### config.mk
export PLATFORM = sky130hd
export DESIGN_NAME = quadratic_solver
export DESIGN_NICKNAME = d
export VERILOG_FILES = /design/src/rtl/quadratic_solver.sv
export SDC_FILE = /design/constraint.sdc
export NUM_CORES = 1
export LEC_CHECK = 0
export ABC_CLOCK_PERIOD_IN_PS = 3000
export CAP_MARGIN = 10
export CORE_ASPECT_RATIO = 1.1
export CORE_MARGIN = 2
export CORE_UTILIZATION = 30
export CTS_BUF_LIST = sky130_fd_sc_hd__clkbuf_16
export DETAILED_ROUTE_END_ITERATION = 6
export MAX_ROUTING_LAYER = met4
export PLACE_DENSITY_LB_ADDON = 0.2
export SLEW_MARGIN = 30
export SYNTH_ARGS = -nofsm -noshare
export SYNTH_HDL_FRONTEND = slang
export SYNTH_SLANG_ARGS = --single-unit
export TNS_END_PERCENT = 100
### constraint.sdc
create_clock -name clock -period 3 [get_ports clock]
set_input_delay 0.45 -clock clock [delete_from_list [all_inputs] [get_ports clock]]
set_output_delay 0.45 -clock clock [all_outputs]
set_load 0.01 [all_outputs]
### src/rtl/quadratic_solver.sv
// -----------------------------------------------------------------------------
// quadratic_solver
//
// Searches x = 0..255 for the smallest x with a*x^2 + b*x + c == y (mod 2^16).
// Forward differences replace the multiplier. Each candidate costs one add pair
// per cycle: p tracks the polynomial value and d tracks the first difference.
// A search is started with the inicio/pronto handshake, which is shared with
// the quadratic evaluator.
//
// The file is split into a controller (FSM + pronto) and a datapath
// (coefficient capture, difference engine, result registers).
//
// Ports (top):
//   clock       in   1   system clock, rising edge
//   reset       in   1   asynchronous, active-low reset
//   inicio      in   1   start request, sampled only in IDLE
//   a, b, c     in  16   polynomial coefficients, captured at start
//   y           in  16   target value, captured at start
//   pronto      out  1   one-cycle done pulse (registered)
//   encontrado  out  1   1 = last search found a match (registered)
//   x           out  8   smallest matching x, 0 when not found (registered)
// -----------------------------------------------------------------------------

// Controller: sequences IDLE -> SEARCH -> DONE and owns the pronto flop.
module quadratic_solver_ctrl (
  input  logic clock,
  input  logic reset,
  input  logic inicio,
  input  logic hit,     // p == yr for the current candidate
  input  logic last,    // current candidate is x = 255
  output logic load,    // capture coefficients and seed the difference engine
  output logic step,    // advance to the next candidate
  output logic finish,  // write the search result this edge
  output logic pronto
);

  typedef enum logic [1:0] {IDLE, SEARCH, DONE} state_t;

  state_t state, state_nxt;

  always_ff @(posedge clock or negedge reset) begin
    if (!reset) begin
      state  <= IDLE;
      pronto <= 1'b0;
    end else begin
      // NOTE: sequential state uses non-blocking assignments so every flop
      // samples the pre-edge values, independent of statement order.
      state  <= state_nxt;
      pronto <= finish;
    end
  end

  always_comb begin
    // NOTE: every output of this block gets a default first; a path that
    // leaves one unassigned would infer a latch.
    state_nxt = state;
    load      = 1'b0;
    step      = 1'b0;
    finish    = 1'b0;
    unique case (state)
      IDLE: begin
        if (inicio) begin
          load      = 1'b1;
          state_nxt = SEARCH;
        end
      end
      SEARCH: begin
        // The equality test wins over the end-of-range test, so a match at
        // x = 255 is reported as found.
        if (hit || last) begin
          finish    = 1'b1;
          state_nxt = DONE;
        end else begin
          step = 1'b1;
        end
      end
      DONE: begin
        state_nxt = IDLE;
      end
      default: begin
        state_nxt = IDLE;
      end
    endcase
  end

endmodule

// Datapath: forward-difference evaluation of the polynomial at xi.
// Invariants while searching with xi = k:
//   p = a*k^2 + b*k + c,  d = a*(2k+1) + b   (both mod 2^16)
module quadratic_solver_dp (
  input  logic        clock,
  input  logic        reset,
  input  logic        load,
  input  logic        step,
  input  logic        finish,
  input  logic [15:0] a,
  input  logic [15:0] b,
  input  logic [15:0] c,
  input  logic [15:0] y,
  output logic        hit,
  output logic        last,
  output logic        encontrado,
  output logic [7:0]  x
);

  logic [15:0] ar;
  logic [15:0] yr;
  logic [15:0] p;
  logic [15:0] d;
  logic [7:0]  xi;
  logic [15:0] a2;

  assign hit  = (p == yr);
  assign last = (xi == 8'hFF);
  // Second difference 2a; the MSB of ar falls off, as the mod-2^16 sums need.
  assign a2   = {ar[14:0], 1'b0};

  always_ff @(posedge clock or negedge reset) begin
    if (!reset) begin
      ar         <= '0;
      yr         <= '0;
      p          <= '0;
      d          <= '0;
      xi         <= '0;
      encontrado <= 1'b0;
      x          <= '0;
    end else begin
      if (load) begin
        ar <= a;
        yr <= y;
        p  <= c;
        d  <= a + b;
        xi <= '0;
      end else if (step) begin
        p  <= p + d;
        d  <= d + a2;
        xi <= xi + 8'd1;
      end
      // Result registers only move on the edge that raises pronto.
      if (finish) begin
        encontrado <= hit;
        x          <= hit ? xi : 8'd0;
      end
    end
  end

endmodule

// Top: wires controller and datapath together.
module quadratic_solver (
  input  logic        clock,
  input  logic        reset,
  input  logic        inicio,
  input  logic [15:0] a,
  input  logic [15:0] b,
  input  logic [15:0] c,
  input  logic [15:0] y,
  output logic        pronto,
  output logic        encontrado,
  output logic [7:0]  x
);

  logic load;
  logic step;
  logic finish;
  logic hit;
  logic last;

  quadratic_solver_ctrl u_ctrl (
    .clock  (clock),
    .reset  (reset),
    .inicio (inicio),
    .hit    (hit),
    .last   (last),
    .load   (load),
    .step   (step),
    .finish (finish),
    .pronto (pronto)
  );

  quadratic_solver_dp u_dp (
    .clock      (clock),
    .reset      (reset),
    .load       (load),
    .step       (step),
    .finish     (finish),
    .a          (a),
    .b          (b),
    .c          (c),
    .y          (y),
    .hit        (hit),
    .last       (last),
    .encontrado (encontrado),
    .x          (x)
  );

endmodule

==> flow_summary.json <==
{
  "io_pins": 77,
  "worstMarginPinSlew_ns": 0.771,
  "antenna_found_initial": 0,
  "grt_max_degree": 84,
  "die_y_microns": 145,
  "max_slew_margin_pct": 48.2,
  "synthMuxAreaShare_pct": 0.369,
  "path_clk_slew_ns": 0.07,
  "p_switching_mw": 2.88,
  "cts_htree_levels": 3,
  "dr_total_vias": 4554,
  "finish.utilization_pct": 38.4,
  "rsz0062_at_grt": "no",
  "hpwlAfterDp_microns": 9650,
  "synth-xor-area-share_pct": 9.05,
  "fp.dieW_microns": 132,
  "critPathKind": "reg2reg",
  "hold_viol_final": 0,
  "gp_congestion": 0.877,
  "synth_ff_type": "dfrtp_1",
  "pwr-share-comb_pct": 56.5,
  "synth_top_family_by_area": "simple AND/OR/NAND/NOR gates",
  "powerDensity_mw_per_mm2": 1030,
  "vias_per_cell": 4.80,
  "nets": 820,
  "path_max_fanout": 4,
  "max-cap-violations": 0,
  "post_cts_buffers": 0,
  "ant_nets": 0,
  "yosys_warnings": 0,
  "clockRootBuffer": "clkbuf_16",
  "cts_tree": "built",
  "end_kind": "register",
  "cts_made_buffers": 9,
  "drc": 0,
  "row_count": 51,
  "diodes": 0,
  "grt_pass1_wl_microns": 21900,
  "fin_ws_ns": 0.222,
  "grt-ovfl-total": 0,
  "drtIter0Drc": 305,
  "p_int_mw": 4.14,
  "p_seq_share_pct": 28.7,
  "placed_area_sq_mm": 0.00650,
  "power.leakage_nw": 3.05,
  "clock_power_share_pct": 14.7,
  "startpoint_type": "register",
  "insertion_delay_ns": 0.34,
  "rr_worst_depth": 11,
  "r2r_setup_slack_ns": 0.22,
  "avgSynthCellArea_sq_um": 8.62,
  "synth_edf_count": 0,
  "clockBufferDepth": 2,
  "synthAdderAreaFrac_pct": 11.5,
  "peakVddDrop_uv": 348,
  "fin_area_sq_mm": 0.00679,
  "critPathRequiredTime_ns": 3.26,
  "synthesis.area_sq_mm": 0.00542,
  "drive_gt1_share_pct": 5.77,
  "grt_pass1_vias": 4464,
  "cp_data_arrival_time_ns": 3.04,
  "async_flop_share_pct": 100,
  "synth_compound_area_share_pct": 17.7,
  "setup_violations": 0,
  "finalClockSkew_ns": 0.00755,
  "place_ws_ns": -0.0196,
  "synthesis.nets": 744,
  "cts_sinks": 83,
  "ys_ff_latch": 83,
  "start_util_pct": 30.7,
  "ys_seq_area_share_pct": 38.3,
  "status": "complete, no violations",
  "synthDistinctLibCells": 50,
  "r2r_start": "u_dp.d[1]",
  "period_needed_ns": 2.78,
  "period_share_pct": 92.6,
  "dr.pass1.iters": 4,
  "post_drt_wl_per_cell_microns": 13.7,
  "track_usage_pct": 14.4,
  "wirelength_microns": 13000,
  "yosys.area_share.simple_pct": 20.5,
  "synthCells": 629,
  "swShare_pct": 41.0,
  "worst_hold_path_type": "in2async",
  "finalPower_mw": 7.02,
  "core_sq_mm": 0.0177,
  "port_buffers": 76,
  "maxSlewViolCount": 0,
  "dieArea_sq_mm": 0.0192,
  "holdWs_ns": 0.135,
  "area_growth_pct": 25.3,
  "r2r_end": "u_dp.d[15]",
  "fmax_mhz": 360
}
power by group through the flow:
stage	clock [mW]	combinational (mW)	sequential [mW]
2_1_floorplan	0	3.22	1.89
3_3_place_gp	0	3.85	2.03
3_5_place_dp	0	3.94	2.04
4_1_cts	1.06	3.97	2.02
5_1_grt	1.11	4.52	2.09
6_report	1.03	3.97	2.02
cell usage after synthesis, types with 3 or more instances:
| cell | instances | share of area (%) |
|---|---|---|
| or3_1 | 11 | 1.3 |
| fa_1 | 3 | 1.1 |
| buf_1 | 4 | 0.28 |
| nor3_1 | 15 | 1.4 |
| nand2_1 | 150 | 10 |
| a22oi_1 | 3 | 0.42 |
| o21bai_1 | 3 | 0.42 |
| and3_1 | 3 | 0.35 |
| inv_1 | 12 | 0.83 |
| a22o_1 | 8 | 1.3 |
| a21oi_1 | 43 | 4.0 |
| a211oi_1 | 6 | 0.83 |
| o21a_1 | 7 | 0.97 |
| dfrtp_1 | 83 | 38 |
| o21ai_1 | 13 | 1.2 |
| nand3_1 | 13 | 1.2 |
| and2_1 | 4 | 0.46 |
| nand2b_1 | 4 | 0.46 |
| o31ai_1 | 7 | 0.97 |
| nor2_1 | 40 | 2.8 |
| a21o_1 | 12 | 1.7 |
| nand4_1 | 6 | 0.69 |
| o21ai_0 | 11 | 1.0 |
| a31oi_1 | 18 | 2.1 |
| clkbuf_1 | 17 | 1.2 |
| ha_1 | 45 | 10 |
| xor2_1 | 11 | 1.8 |
| nor2b_1 | 3 | 0.35 |
| xnor2_1 | 45 | 7.3 |
flip-flops by register name, indices dropped and copies added, names as in the netlist:
| register | cells |
|---|---|
| u_dp.x | 8 |
| u_dp.d | 16 |
| u_dp.yr | 16 |
| u_ctrl.state | 2 |
| u_ctrl.pronto | 1 |
| u_dp.ar | 15 |
| u_dp.xi | 8 |
| u_dp.p | 16 |
| u_dp.encontrado | 1 |
cell families (layout without fill, tap and decap cells):
logic type | after synthesis | in the layout
simple gates | 257 | 257
buf+inv | 36 | 117
fa+ha+maj | 48 | 48
flops | 83 | 83
mux | 2 | 2
compound gates | 147 | 147
xor+xnor | 56 | 56
worst max-delay path, stage by stage (launching register included):
cell      delay [ns]
dfrtp_2         0.41
ha_1            0.19
inv_1           0.06
fa_1            0.39
nor2b_1         0.16
o31a_1          0.20
o221ai_1        0.20
o211ai_1        0.29
a41oi_1         0.17
xor2_1          0.17
or3_1           0.30
a31oi_1         0.16
area by class of cell:
class	instances	area, sq um
multi-input combinational	510	3220
tap	238	298
sequential	83	2080
fill	1762	10900
inverter	13	48.8
timing repair buffer	88	865
clock buffer	9	225
clock inverter	7	53.8
stage by stage:
stage,TNS [ns],std cells
detailed placement,-0.0196,932
global placement,0,932
floorplan,0,629
CTS,0,948
finish,0,948
global route,0,948
worst max path at each step:
stage | startpoint | to | slack, ns | cells past startpoint
after floorplan | u_dp.p[0] | u_dp.p[14] | 0.23 | 10
after global placement | a[0] | u_dp.d[14] | 0.01 | 11
after detailed placement | a[0] | u_dp.d[14] | -0.02 | 11
after CTS | u_dp.d[2] | u_dp.d[14] | 0.15 | 10
after global routing | u_dp.d[1] | u_dp.d[15] | 0.02 | 11
final | u_dp.d[1] | u_dp.d[15] | 0.22 | 11
per-layer routing:
layer | vias up | routed length [microns] | share of wire (%) | GRT usage, %
li1 | 2366 | - | - | -
met1 | 2075 | 6390 | 49 | 19.5
met2 | 105 | 5840 | 45 | 21.7
met3 | 8 | 601 | 4.6 | 2.59
met4 | 0 | 158 | 1.2 | 4.67
met5 | - | 0 | 0 | -
placed cells by master, fill, tap and decap left out, drive strengths merged, types with 2 or more instances in the layout:
cell           instances
and3                   3
clkinv                 3
a21oi                 43
nand2b                 4
clkdlybuf4s50         75
fa                     3
xnor2                 45
a2111oi                2
inv                   14
nor4                   2
or3                   12
xor2                  11
a41oi                  2
nor2b                  3
ha                    45
nand3                 13
nand2                150
o31ai                  7
a211oi                 7
o211ai                 2
clkinvlp               3
nand4                  6
dfrtp                 83
or2                    3
o21a                   7
a22oi                  3
clkbuf                 9
a31oi                 18
a21o                  12
o21ai                 24
nor2                  40
mux2i                  2
a22o                   8
o2111ai                2
o21bai                 3
and2                   4
buf                   13
nor3                  15
what timing repair did:
| item | in CTS | in global routing |
|---|---|---|
| hold buffers | 0 | 0 |
| gates resized for setup | 0 | 3 |
| setup endpoints to repair | 0 | 2 |
Note: power is estimated with default switching activity, not from simulation.
==> edit: new RTL, same flow settings <==
Re-encode `state_t` (3 states) as one-hot, 3 bits wide.
--- a/src/rtl/quadratic_solver.sv
+++ b/src/rtl/quadratic_solver.sv
@@ -36,3 +36,3 @@
 
-  typedef enum logic [1:0] {IDLE, SEARCH, DONE} state_t;
+  typedef enum logic [2:0] {IDLE = 3'b001, SEARCH = 3'b010, DONE = 3'b100} state_t;
 
Function: same outputs for any inputs over 4 cycles, from zero or initial values and one cycle with reset low; so few cycles prove little.
==> edit against the original RTL <==
Register-to-register slack better by 0.02 ns. Sequential cell count up 1. Global-route usage up 0.66 points. Wire length up 3.9%. Power up 3.0%. Final area up 1.3%. Setup slack worse by 0.0079 ns. Synthesized area up 1.1%. Non-clock buffer count down 1. Synthesized cell count down 1.9%.
==> edit: results (changes against the original RTL) <==
status=finished clean; Syn Inst Count=617 (-1.9%); Largest regs=u_dp.d: 16 flops, u_dp.p: 16 flops, u_dp.yr: 16 flops; reg2reg start=u_dp.p[0]; critical path peak fanout=3 (-1); Pleak=3.13 nW (+2.7%); VDD IR max=0.000305 V (-12%); Reg2Reg Setup Slack=0.24 ns (+0.02 ns); async set-reset flop share out of synthesis=100% (unchanged); R2R depth=10 (-1); Finished Layout Cells=935 (-1.4%); HP Class=input pin to async pin; placed cell count=919 (-1.4%); first-pass GRT wire length=22900 um (+4.3%); Synth Net Count=732 (-1.6%); Critical Path End=u_dp.d[12]; Filler cells=1751 (-0.62%); Post-synth top cells=nand2_1, dfrtp_1, ha_1; ys flop type=dfrtp_1; GR Util All Layers=15.0% (+0.66 points); initial antenna violation count=0 (unchanged); Layout Nets=807 (-1.6%); routed length per instance=14.4 um (+5.3%); Num CTS Buffers=9 (unchanged); dominant cells by area after synthesis=dfrtp_1, ha_1, nand2_1; Warnings, synthesis=0 (unchanged); DRT iter0 DRCs=207 (-32%); hpwl dp=10200 um (+5.7%); Synth cell types=56 (+12%); Slowest-stage cell, CP=clkdlybuf4s50_1; Crit. Startpoint=a[0]; register area share after synthesis=38.4% (+0.051 points); gp weighted congestion=0.912 (+4.0%); layout cell share with drive strength beyond 1=5.45% (-0.32 points); R2R Path End=u_dp.p[14]; via count=4557 (+0.066%); slew margin rel.=48.7% (+0.47 points); Crit path largest cell delay=0.43 ns (+0.02 ns); vias in the first global route=4623 (+3.6%); critical path arrival=3.02 ns (-0.02 ns); clock skew=0.00483 ns (-0.00272 ns); largest net degree at the start of global routing=85 (+1.2%); root buffer cell=clkbuf_16
-- edit: cell count changes in the layout (fill, tap and decap cells not counted), sizes merged, moves of 11 or more --
| cell | delta |
|---|---|
| mux2i | +15 |
| a31oi | -12 |
| nand2 | -11 |
| xor2 | +19 |
| xnor2 | -12 |
| o21ai | +19 |
-- edit: worst register-to-register path, delay by kind of cell, from the launching register on --
family / cells / cell delay, ns
xor+xnor: 1 / 0.15
fa+ha+maj: 2 / 0.66
flops: 1 / 0.41
compound gates: 7 / 1.49
-- edit: cells by family (layout without fill, tap and decap cells) --
kind of cell               count (synthesis)  count (layout)  synth area share, %
and+or+nand+nor                          224             224                 17.4
adders and majority gates                 48              48                 11.4
xor gates and xnor gates                  63              63                 10.1
muxes                                     18              18                 3.31
DFF                                       84              84                 38.4
buffers and inverters                     35             115                 2.49
AOI/OAI and AO/OA                        145             145                 17.0
-- edit: what timing repair did --
action | 4_1_cts | 5_1_grt
gates resized for setup | 0 | 1
setup endpoints to repair | 0 | 2
setup buffers | 0 | 0
-- edit: layout make-up --
type                    instances  area (um^2)  area share (%)
flip-flops and latches         84         2100            30.6
well taps                     238          298            4.33
inverters                      12         45.0           0.655
multi-input cells             498         3250            47.3
clock inverters                 7         80.1            1.16
clock buffers                   9          225            3.28
repair buffers                 87          870            12.6
-- edit: report_power, final --
part | switching (mW) | total [mW] | leakage, nW | internal (mW)
Clock | 0.489 | 1.15 | 0.143 | 0.657
Combinational | 2.20 | 4.06 | 1.93 | 1.86
Sequential | 0.421 | 2.02 | 1.05 | 1.59
Total | 3.11 | 7.23 | 3.13 | 4.11
-- edit: per-layer routing --
layer,global-route usage [%],up-vias,wire [um]
met5,-,-,0
met2,23.5,102,6140
li1,-,2313,-
met4,4.52,0,144
met3,2.82,9,525
met1,19.8,2133,6680
-- edit: how the worst min path moves through the flow --
stage               startpoint  depth (start not counted)  slack, ns              end
5_1_grt                  reset                          1       0.21       u_dp.yr[3]
3_5_place_dp   u_dp.encontrado                          1       0.47  u_dp.encontrado
6_report                 reset                          1       0.15       u_dp.yr[3]
3_3_place_gp   u_dp.encontrado                          1       0.46  u_dp.encontrado
2_1_floorplan            reset                          0       0.15    u_ctrl.pronto
4_1_cts                  reset                          1       0.19       u_dp.yr[3]
-- edit: stage by stage --
step	hold WS [ns]	cell area, um^2	utilization [%]	setup WS (ns)
4_1_cts	0.186	6870	38.6	0.148
2_1_floorplan	0.154	5480	-	0.514
5_1_grt	0.208	6880	38.6	0.00689
3_5_place_dp	0.465	6560	36.9	-0.175
6_report	0.154	6880	38.6	0.214
3_3_place_gp	0.461	6560	36.8	-0.124
